==> config.mk <==
export PLATFORM = sky130hd
export DESIGN_NAME = mem_port_arbiter_flat
export DESIGN_NICKNAME = d
export VERILOG_FILES = /design/src/rtl/mem_port_arbiter_if.sv /design/src/rtl/mem_port_arbiter.sv /design/src/flat_wrapper.sv
export SDC_FILE = /design/constraint.sdc
export NUM_CORES = 1
export LEC_CHECK = 0
export ABC_AREA = 1
export BUFFER_PORTS_ARGS = -buffer_cell sky130_fd_sc_hd__buf_2
export CORE_AREA = 5 5 104 106
export CTS_CLUSTER_SIZE = 40
export DETAILED_ROUTE_END_ITERATION = 10
export DIE_AREA = 0 0 109 111
export GPL_TIMING_DRIVEN = 0
export PLACE_DENSITY = 0.65
export REMOVE_ABC_BUFFERS = 1
export SETUP_SLACK_MARGIN = 0.15
export SLEW_MARGIN = 10
export SYNTH_ARGS = -nofsm -noshare
export SYNTH_HDL_FRONTEND = slang
export SYNTH_SLANG_ARGS = --single-unit
==> constraint.sdc <==
create_clock -name clk -period 3.45 [get_ports clk]
set_input_delay 0.5175 -clock clk [delete_from_list [all_inputs] [get_ports clk]]
set_output_delay 0.5175 -clock clk [all_outputs]
set_load 0.005 [all_outputs]
==> src/rtl/mem_port_arbiter_if.sv <==
// Bundle of fetch, load/store and memory-macro signals shared by the port arbiter.
// slave is the arbiter's view; master is the core/memory environment's view.
interface mem_port_arbiter_if #(
  parameter int ADDR_WIDTH = 32,
  parameter int DATA_WIDTH = 32
);
  logic                  if_req;
  logic [ADDR_WIDTH-1:0] if_addr;
  logic                  if_gnt;
  logic                  if_rvalid;
  logic [DATA_WIDTH-1:0] if_rdata;

  logic                  d_req;
  logic                  d_we;
  logic [ADDR_WIDTH-1:0] d_addr;
  logic [DATA_WIDTH-1:0] d_wdata;
  logic [1:0]            d_size;
  logic                  d_unsigned;
  logic                  d_gnt;
  logic                  d_rvalid;
  logic [DATA_WIDTH-1:0] d_rdata;
  logic                  d_err;

  logic                  mem_en;
  logic                  mem_we;
  logic [ADDR_WIDTH-1:0] mem_addr;
  logic [DATA_WIDTH-1:0] mem_wdata;
  logic [1:0]            mem_size;
  logic                  mem_unsigned;
  logic [DATA_WIDTH-1:0] mem_rdata;

  modport slave (
    input  if_req, if_addr, d_req, d_we, d_addr, d_wdata, d_size, d_unsigned, mem_rdata,
    output if_gnt, if_rvalid, if_rdata, d_gnt, d_rvalid, d_rdata, d_err,
    output mem_en, mem_we, mem_addr, mem_wdata, mem_size, mem_unsigned
  );

  modport master (
    output if_req, if_addr, d_req, d_we, d_addr, d_wdata, d_size, d_unsigned, mem_rdata,
    input  if_gnt, if_rvalid, if_rdata, d_gnt, d_rvalid, d_rdata, d_err,
    input  mem_en, mem_we, mem_addr, mem_wdata, mem_size, mem_unsigned
  );
endinterface

==> src/rtl/mem_port_arbiter.sv <==
// Arbitrates fetch and load/store ports onto one fixed-latency memory, one access in
// flight, data-priority with a starvation override for fetch, misaligned data trapped.
module mem_port_arbiter #(
  parameter int ADDR_WIDTH   = 32,
  parameter int DATA_WIDTH   = 32,
  parameter int MEM_LATENCY  = 2,
  parameter int STARVE_LIMIT = 4
) (
  input logic               clk,
  input logic               rst,
  mem_port_arbiter_if.slave bus
);

  typedef enum logic [1:0] {IDLE, BUSY, ERR} state_e;

  state_e     state_q, state_d;
  logic [3:0] lat_cnt_q, lat_cnt_d;
  logic [3:0] starve_cnt_q, starve_cnt_d;
  logic       owner_q, owner_d;  // 1 = data port owns the outstanding access
  logic       store_q, store_d;

  logic done, grant_window, contended, force_fetch;
  logic gnt_d, gnt_f, d_misaligned;

  assign done         = (state_q == BUSY) && (lat_cnt_q == 4'd0);
  assign grant_window = !rst && ((state_q == IDLE) || done);
  assign contended    = bus.if_req && bus.d_req;
  assign force_fetch  = contended && (starve_cnt_q == 4'(STARVE_LIMIT));
  assign gnt_d        = grant_window && bus.d_req && !force_fetch;
  assign gnt_f        = grant_window && bus.if_req && !gnt_d;

  always_comb begin
    case (bus.d_size)
      2'b00:   d_misaligned = 1'b0;
      2'b01:   d_misaligned = bus.d_addr[0];
      2'b10:   d_misaligned = (bus.d_addr[1:0] != 2'b00);
      default: d_misaligned = 1'b1;
    endcase
  end

  always_ff @(posedge clk) begin
    if (rst) begin
      state_q      <= IDLE;
      lat_cnt_q    <= 4'd0;
      starve_cnt_q <= 4'd0;
      owner_q      <= 1'b0;
      store_q      <= 1'b0;
    end else begin
      state_q      <= state_d;
      lat_cnt_q    <= lat_cnt_d;
      starve_cnt_q <= starve_cnt_d;
      owner_q      <= owner_d;
      store_q      <= store_d;
    end
  end

  always_comb begin
    state_d      = state_q;
    lat_cnt_d    = lat_cnt_q;
    owner_d      = owner_q;
    store_d      = store_q;
    starve_cnt_d = starve_cnt_q;

    // Only a data grant that beat a waiting fetch counts toward starvation.
    if (!bus.if_req || gnt_f) begin
      starve_cnt_d = 4'd0;
    end else if (gnt_d && contended) begin
      starve_cnt_d = starve_cnt_q + 4'd1;
    end

    case (state_q)
      BUSY: begin
        if (lat_cnt_q != 4'd0) lat_cnt_d = lat_cnt_q - 4'd1;
        else                   state_d   = IDLE;
      end
      ERR:     state_d = IDLE;
      default: state_d = state_q;
    endcase

    if (gnt_d && d_misaligned) begin
      state_d = ERR;
      owner_d = 1'b1;
      store_d = 1'b0;
    end else if (gnt_d || gnt_f) begin
      state_d   = BUSY;
      lat_cnt_d = 4'(MEM_LATENCY - 1);
      owner_d   = gnt_d;
      store_d   = gnt_d && bus.d_we;
    end
  end

  always_comb begin
    bus.if_gnt       = 1'b0;
    bus.if_rvalid    = 1'b0;
    bus.if_rdata     = {DATA_WIDTH{1'b0}};
    bus.d_gnt        = 1'b0;
    bus.d_rvalid     = 1'b0;
    bus.d_rdata      = {DATA_WIDTH{1'b0}};
    bus.d_err        = 1'b0;
    bus.mem_en       = 1'b0;
    bus.mem_we       = 1'b0;
    bus.mem_addr     = {ADDR_WIDTH{1'b0}};
    bus.mem_wdata    = {DATA_WIDTH{1'b0}};
    bus.mem_size     = 2'b00;
    bus.mem_unsigned = 1'b0;

    if (!rst) begin
      bus.if_gnt = gnt_f;
      bus.d_gnt  = gnt_d;
      if (gnt_f) begin
        bus.mem_en   = 1'b1;
        bus.mem_addr = bus.if_addr;
        bus.mem_size = 2'b10;
      end else if (gnt_d && !d_misaligned) begin
        bus.mem_en       = 1'b1;
        bus.mem_we       = bus.d_we;
        bus.mem_addr     = bus.d_addr;
        bus.mem_wdata    = bus.d_wdata;
        bus.mem_size     = bus.d_size;
        bus.mem_unsigned = bus.d_unsigned;
      end

      if (done && !owner_q) begin
        bus.if_rvalid = 1'b1;
        bus.if_rdata  = bus.mem_rdata;
      end
      if (done && owner_q) begin
        bus.d_rvalid = 1'b1;
        if (!store_q) bus.d_rdata = bus.mem_rdata;
      end
      if (state_q == ERR) begin
        bus.d_rvalid = 1'b1;
        bus.d_err    = 1'b1;
      end
    end
  end

endmodule
==> src/flat_wrapper.sv <==
// flat-port wrapper written by rule: the top's interface ports become plain ports
module mem_port_arbiter_flat 
#(
  parameter int ADDR_WIDTH   = 32,
  parameter int DATA_WIDTH   = 32,
  parameter int MEM_LATENCY  = 2,
  parameter int STARVE_LIMIT = 4
)
  (clk, rst, bus_if_req, bus_if_addr, bus_d_req, bus_d_we, bus_d_addr, bus_d_wdata, bus_d_size, bus_d_unsigned, bus_mem_rdata, bus_if_gnt, bus_if_rvalid, bus_if_rdata, bus_d_gnt, bus_d_rvalid, bus_d_rdata, bus_d_err, bus_mem_en, bus_mem_we, bus_mem_addr, bus_mem_wdata, bus_mem_size, bus_mem_unsigned);
  mem_port_arbiter_if #(.ADDR_WIDTH(ADDR_WIDTH), .DATA_WIDTH(DATA_WIDTH)) bus_i ();
  input logic clk;
  input logic rst;
  input wire logic [$bits(bus_i.if_req)-1:0] bus_if_req;
  input wire logic [$bits(bus_i.if_addr)-1:0] bus_if_addr;
  input wire logic [$bits(bus_i.d_req)-1:0] bus_d_req;
  input wire logic [$bits(bus_i.d_we)-1:0] bus_d_we;
  input wire logic [$bits(bus_i.d_addr)-1:0] bus_d_addr;
  input wire logic [$bits(bus_i.d_wdata)-1:0] bus_d_wdata;
  input wire logic [$bits(bus_i.d_size)-1:0] bus_d_size;
  input wire logic [$bits(bus_i.d_unsigned)-1:0] bus_d_unsigned;
  input wire logic [$bits(bus_i.mem_rdata)-1:0] bus_mem_rdata;
  output wire logic [$bits(bus_i.if_gnt)-1:0] bus_if_gnt;
  output wire logic [$bits(bus_i.if_rvalid)-1:0] bus_if_rvalid;
  output wire logic [$bits(bus_i.if_rdata)-1:0] bus_if_rdata;
  output wire logic [$bits(bus_i.d_gnt)-1:0] bus_d_gnt;
  output wire logic [$bits(bus_i.d_rvalid)-1:0] bus_d_rvalid;
  output wire logic [$bits(bus_i.d_rdata)-1:0] bus_d_rdata;
  output wire logic [$bits(bus_i.d_err)-1:0] bus_d_err;
  output wire logic [$bits(bus_i.mem_en)-1:0] bus_mem_en;
  output wire logic [$bits(bus_i.mem_we)-1:0] bus_mem_we;
  output wire logic [$bits(bus_i.mem_addr)-1:0] bus_mem_addr;
  output wire logic [$bits(bus_i.mem_wdata)-1:0] bus_mem_wdata;
  output wire logic [$bits(bus_i.mem_size)-1:0] bus_mem_size;
  output wire logic [$bits(bus_i.mem_unsigned)-1:0] bus_mem_unsigned;
  assign bus_i.if_req = bus_if_req;
  assign bus_i.if_addr = bus_if_addr;
  assign bus_i.d_req = bus_d_req;
  assign bus_i.d_we = bus_d_we;
  assign bus_i.d_addr = bus_d_addr;
  assign bus_i.d_wdata = bus_d_wdata;
  assign bus_i.d_size = bus_d_size;
  assign bus_i.d_unsigned = bus_d_unsigned;
  assign bus_i.mem_rdata = bus_mem_rdata;
  assign bus_if_gnt = bus_i.if_gnt;
  assign bus_if_rvalid = bus_i.if_rvalid;
  assign bus_if_rdata = bus_i.if_rdata;
  assign bus_d_gnt = bus_i.d_gnt;
  assign bus_d_rvalid = bus_i.d_rvalid;
  assign bus_d_rdata = bus_i.d_rdata;
  assign bus_d_err = bus_i.d_err;
  assign bus_mem_en = bus_i.mem_en;
  assign bus_mem_we = bus_i.mem_we;
  assign bus_mem_addr = bus_i.mem_addr;
  assign bus_mem_wdata = bus_i.mem_wdata;
  assign bus_mem_size = bus_i.mem_size;
  assign bus_mem_unsigned = bus_i.mem_unsigned;
  mem_port_arbiter #(.ADDR_WIDTH(ADDR_WIDTH), .DATA_WIDTH(DATA_WIDTH), .MEM_LATENCY(MEM_LATENCY), .STARVE_LIMIT(STARVE_LIMIT)) u_core (.clk(clk), .rst(rst), .bus(bus_i));
endmodule
======== Word level (Yosys, flattened, before mapping) ========
Cells that the tools add are included.
storage, ports and cells
  input bits .............................. 136
  register bits after elaboration ......... 12
  output and inout port bits .............. 138
cells by class
  equality and inequality tests ........... 7
  reductions and logical operators ........ 35
  muxes and demuxes ....................... 43
  add/subtract/negate cells ............... 2
operators with widths
  operator                                                            count
  32-bit 2-to-1 mux                                                   11
  1-bit 2-to-1 mux                                                    20
  4-bit 2-to-1 mux                                                    4
  1-bit logical AND                                                   14
  2-bit 2-to-1 mux                                                    6
  4-bit nonzero test                                                  2
  1-bit zero test                                                     6
  4-bit by 1-bit adder with 4-bit output, second input constant       1
  2-bit by 1-bit == test with 1-bit output, second input constant     2
  2-bit == test, second input constant                                2
  4-bit by 3-bit == test with 1-bit output, second input constant     1
  2-bit zero test                                                     2
  4-bit zero test                                                     1
  4-bit != test, second input constant                                1
  2-bit one-hot mux with 2 select lines                               1
  2-bit AND reduction                                                 2
  2-bit nonzero test                                                  2
  2-bit OR reduction                                                  2
  4-bit by 1-bit subtractor with 4-bit output, second input constant  1
  1-bit logical OR                                                    3
  3-bit != test, second input constant                                1
  1-bit one-hot mux with 3 select lines                               1
  3-bit nonzero test                                                  1

======== Depth between registers and ports, before layout ========
  word-level depth ........................ 11
  depth in mapped cells ................... 12
  gate-level depth less buffers ........... 11

======== Worst setup path before layout ========
Ideal clock, no wire load.
  path type ............................... input to output
  start ................................... input bus_if_req
  end ..................................... output bus_mem_addr[10]
  cell stages on the path ................. 11
  setup slack ............................. 1.485 ns
  required time ........................... 2.932 ns
  data arrival time ....................... 1.448 ns
  path buffers ............................ 2
  path through ............................ buf_6 nand2_1 inv_1 nand2_1 nand2_2 nor2_4 nand2_4 inv_2 buf_6 nand2_1 nand2_1
between the ends
  word-level cells in the longest chain between the ends .. 8
  elaborated cells between the ends (all ways) .. 11
  those cells by class .................... 3 x mux; 8 x reduce/logical
RTL lines
  item                                                           line                                             text
  start, declared                                                flat_wrapper.sv:13                               input wire logic [$bits(bus_i.if_req)-1:0] bus_if_req;
  1-bit logical AND                                              mem_port_arbiter.sv:27                           assign contended = bus.if_req && bus.d_req;
  1-bit logical AND                                              mem_port_arbiter.sv:28                           assign force_fetch = contended && (starve_cnt_q == 4'(STARVE_LIMIT));
  1-bit zero test                                                mem_port_arbiter.sv:29                           assign gnt_d = grant_window && bus.d_req && !force_fetch;
  1-bit logical AND                                              mem_port_arbiter.sv:29
  1-bit logical AND / 1-bit zero test (equally long branches)    mem_port_arbiter.sv:114, mem_port_arbiter.sv:30
  32-bit 2-to-1 mux / 1-bit logical AND (equally long branches)  mem_port_arbiter.sv:114, mem_port_arbiter.sv:30
  32-bit 2-to-1 mux *                                            mem_port_arbiter.sv:110                          if (gnt_f) begin
  32-bit 2-to-1 mux *                                            mem_port_arbiter.sv:107                          if (!rst) begin
  end, declared                                                  flat_wrapper.sv:31                               output wire logic [$bits(bus_i.mem_addr)-1:0] bus_mem_addr;
Every way passes the cells marked *; elsewhere a longest branch is shown, timed or not.

======== Worst setup path in the final report ========
  start ................................... register u_core.starve_cnt_q[0]
  end ..................................... output bus_mem_addr[23]
between the ends
  word-level cells in the longest chain between the ends .. 8
  elaborated cells between the ends (all ways) .. 10
  those cells by class .................... 1 x eq/ne; 3 x mux; 6 x reduce/logical
RTL lines
  item                                                           line                                             text
  start, declared                                                mem_port_arbiter.sv:18                           logic [3:0] starve_cnt_q, starve_cnt_d;
  start signal, assigned                                         mem_port_arbiter.sv:51                           starve_cnt_q <= starve_cnt_d;
  4-bit by 3-bit == test with 1-bit output *                     mem_port_arbiter.sv:28
  1-bit logical AND *                                            mem_port_arbiter.sv:28
  1-bit zero test *                                              mem_port_arbiter.sv:29
  1-bit logical AND *                                            mem_port_arbiter.sv:29
  1-bit logical AND / 1-bit zero test (equally long branches)    mem_port_arbiter.sv:114, mem_port_arbiter.sv:30
  32-bit 2-to-1 mux / 1-bit logical AND (equally long branches)  mem_port_arbiter.sv:114, mem_port_arbiter.sv:30
  32-bit 2-to-1 mux *                                            mem_port_arbiter.sv:110
  32-bit 2-to-1 mux *                                            mem_port_arbiter.sv:107
Marks and branches as above.

==> run summary <==
Ranked by total cell area, the synthesized netlist is headed by sky130_fd_sc_hd__nand2_1 (20%), sky130_fd_sc_hd__inv_1 (15%), sky130_fd_sc_hd__dfxtp_1 (12%). For this run, design rule violations remaining after detail routing come to 0. The final setup violation count came out at 0.

STA puts the critical path data arrival time at 2.52 ns. The top-area cell type share of the netlist area is 20.4%. The required time reported for the critical path endpoint came out at 2.93 ns. The number of standard-cell rows in the floorplan came out at 36.

The leading area contributor after synthesis is sky130_fd_sc_hd__nand2_1. Excluding fillers, the count of instances in the completed layout stands at 785. The clock buffer count from CTS came out at 3. Setup repair after global routing left no endpoint under its margin.

The chip height is 111 um. The number of placed I/O pins is 274. The net count of the finished layout is 793. For hold timing, the worst endpoint is u_core.store_q. Dividing the detail-routed wire length by the instance count gives 12.6 um. The final core utilization came out at 36.1%. The first global-routing pass estimated 14.6 mm of wire. The count of final max-slew check failures is 0. The portion of the clock cycle consumed by the worst path in the final layout came out at 87.9%.

The critical path endpoint category is an output pin. Using the TritonRoute via totals, the vias-per-cell ratio works out to 4.03. The number of antenna diodes in the final layout is 0. The die area came out at 0.0121 mm^2. The floorplan die width came out at 109 um.

The cell area power density came out at 180 mW/mm^2. The run finished with clean final reports. The path type of the worst min-delay path is reg -> reg. TritonCTS built the clock tree.

The area of the core region is 0.00968 mm^2. The total wire length came out at 9.87 mm. The multi-input gate area in the final layout is 0.00134 mm^2. The worst slew margin relative to its limit came out at 60.7%. The root cell of the clock tree is sky130_fd_sc_hd__clkbuf_8. The initial antenna violation count was 0. The summed instance area of the synthesized netlist came out at 0.00208 mm^2.

The cell count after synthesis is 397. At the later pin of the worst-skew pair, clock insertion delay measures 0.24 ns. The initial utilization of the core area, before any placement, comes to 21.4%. The starting DRC count in detailed routing is 205. The worst setup path is launched from a flop. The number of different library cells used by synthesis comes to 24. The number of H-tree levels came out at 1. The worst register-to-register path begins at u_core.starve_cnt_q[0]. The sequential cell area in the final layout is 240 um^2.

Clock-pin slew was measured on the worst setup and hold paths at 0.05 ns. Across the VDD grid, the largest voltage drop is 0.0920 mV. Sequential elements use 11.6% of the synthesized area.

For this run, the detailed router's first-pass iteration total came to 4. The instance area after placement came out at 0.00345 mm^2. In this run the post-CTS setup repair buffer count came out at 0. The maximum net fanout on the critical path is 41. The remaining number of nets flagged by the antenna check after routing is 0. Between clock sinks in the finished design, the worst skew comes to 0.00121 ns. The static leakage power came out at 0.00247 uW.

Buffers placed on the I/O ports in this run total 273. The synthesized design contains 12 register bits. The number of violations of the max-capacitance limit is 0. The pin count of the biggest net entering global routing came out at 42. The hold violation total from the final report is 0. The number of cells traversed by the worst register-to-register path came out at 10.

The share of final-layout standard cells stronger than drive strength 1 came out at 50.8%. The endpoint of the most critical register-to-register path is u_core.lat_cnt_q[3]. The via count of the first global-routing pass came out at 2960. The layout has 1108 filler cells.

The worst hold path was traced through 2 stages. At the pin with the least slew margin, the transition time is 0.588 ns. The clock sink total came out at 12. The source of the worst hold timing path is u_core.store_q. The count of hold-fix buffers inserted at cts came out at 0.

The reg2reg setup slack is 1.66 ns. Yosys printed 0 warnings. Summing over every cut layer, the via total after detailed routing is 3166. Post-CTS repair changed the size of 0 cells. The routability congestion estimate came out at 0.787. The total overflow left after global routing is 0. The global-route usage over all layers is 14.8%.

After routing, the total negative slack on setup checks comes to 0 ns. The clock passes through at most 2 buffers. The timing-limited maximum frequency is 0.330 GHz. The classification of the worst setup path is reg -> out. The area growth from synthesis to layout is 68.7%. The minimum clock period after layout came out at 3.03 ns. The design area is 0.00350 mm^2.

The detailed-placement wirelength estimate is 8.66 mm. The post-synthesis average cell area is 5.23 um^2. The post-placement cell count came out at 781.
## layout by cell type, fill, tap and decap left out
cell	count
sky130_fd_sc_hd__or2_2	1
sky130_fd_sc_hd__o21ai_2	3
sky130_fd_sc_hd__nor2_2	29
sky130_fd_sc_hd__nand2_2	6
sky130_fd_sc_hd__nand2_1	113
sky130_fd_sc_hd__ha_1	4
sky130_fd_sc_hd__inv_1	82
sky130_fd_sc_hd__nand4_1	5
sky130_fd_sc_hd__nand2_4	2
sky130_fd_sc_hd__nor2_1	48
sky130_fd_sc_hd__nand3_1	9
sky130_fd_sc_hd__o21ai_0	4
sky130_fd_sc_hd__xor2_1	3
sky130_fd_sc_hd__dfxtp_1	12
sky130_fd_sc_hd__nand4_4	1
sky130_fd_sc_hd__nor2_4	5
sky130_fd_sc_hd__a21oi_1	8
sky130_fd_sc_hd__buf_2	273
sky130_fd_sc_hd__nor3_1	33
sky130_fd_sc_hd__a21oi_2	1
sky130_fd_sc_hd__clkbuf_8	4
sky130_fd_sc_hd__inv_2	6
## area by class of cell
type                    instances  area share, %
clock buffers                   4           1.57
inverters                      88           9.44
multi-input cells             275           38.3
flip-flops and latches         12           6.86
well taps                     133           4.75
repair buffers                273           39.0
## worst max-delay path by stage
stage,end,slack (ns),from
detailed placement,bus_mem_addr[23],0.59,bus_if_req
global route,bus_mem_addr[7],0.16,u_core.starve_cnt_q[0]
CTS,bus_mem_addr[23],0.37,u_core.starve_cnt_q[0]
floorplan,bus_mem_addr[10],1.19,u_core.starve_cnt_q[0]
global placement,bus_mem_addr[23],0.57,bus_if_req
finish,bus_mem_addr[23],0.42,u_core.starve_cnt_q[0]
## cells in the mapped netlist, drive strengths merged
cell,n
ha,4
nor2,82
o21ai,7
a21oi,9
nor3,33
clkbuf,1
nand3,9
nand4,6
or2,1
inv,88
buf,21
nand2,121
xor2,3
dfxtp,12
## where the power goes
part	switching, uW	internal [uW]
logic	186	137
registers	7.25	148
clock network	52.4	101
total	246	386
## state kept, by name (all words and copies together) (netlist names)
name                 count
u_core.lat_cnt_q         4
u_core.state_q           2
u_core.starve_cnt_q      4
u_core.owner_q           1
u_core.store_q           1
## per-stage QoR
step / hold WS, ns / worst slack, ns / power (uW)
global placement: 0.443 / 0.575 / 484
global route: 0.503 / 0.159 / 684
detailed placement: 0.446 / 0.592 / 486
finish: 0.453 / 0.417 / 632
floorplan: 0.433 / 1.19 / 317
CTS: 0.455 / 0.365 / 641
## worst max-delay path, stage by stage (launching register included)
cell and delay, ns:
sky130_fd_sc_hd__dfxtp_1 0.40, sky130_fd_sc_hd__inv_1 0.09, sky130_fd_sc_hd__ha_1 0.20, sky130_fd_sc_hd__nand2_1 0.07
sky130_fd_sc_hd__inv_1 0.04, sky130_fd_sc_hd__nand2_1 0.06, sky130_fd_sc_hd__nand2_2 0.08, sky130_fd_sc_hd__nor2_4 0.21
sky130_fd_sc_hd__nand2_4 0.29, sky130_fd_sc_hd__inv_2 0.48, sky130_fd_sc_hd__nand2_1 0.14, sky130_fd_sc_hd__nand2_1 0.09
sky130_fd_sc_hd__buf_2 0.11
## per-layer routing
| layer | global-route usage (%) | vias to the layer above | wire length, um |
|---|---|---|---|
| li1 | - | 1668 | - |
| met1 | 15.6 | 1306 | 3560 |
| met2 | 28.6 | 186 | 4990 |
| met3 | 4.25 | 6 | 1230 |
| met4 | 2.44 | 0 | 98 |
| met5 | 0 | - | 0 |
## logic make-up (layout without fill, tap and decap cells)
group,Yosys count,count (layout),synth area share [%]
adders and majority gates,4,4,2.41
DFF,12,12,11.6
and+or+nand+nor,252,252,56.4
xor gates and xnor gates,3,3,1.27
buffers and inverters,110,365,23.7
AOI/OAI and AO/OA,16,16,4.58
Note: power is estimated with default switching activity, not from simulation.
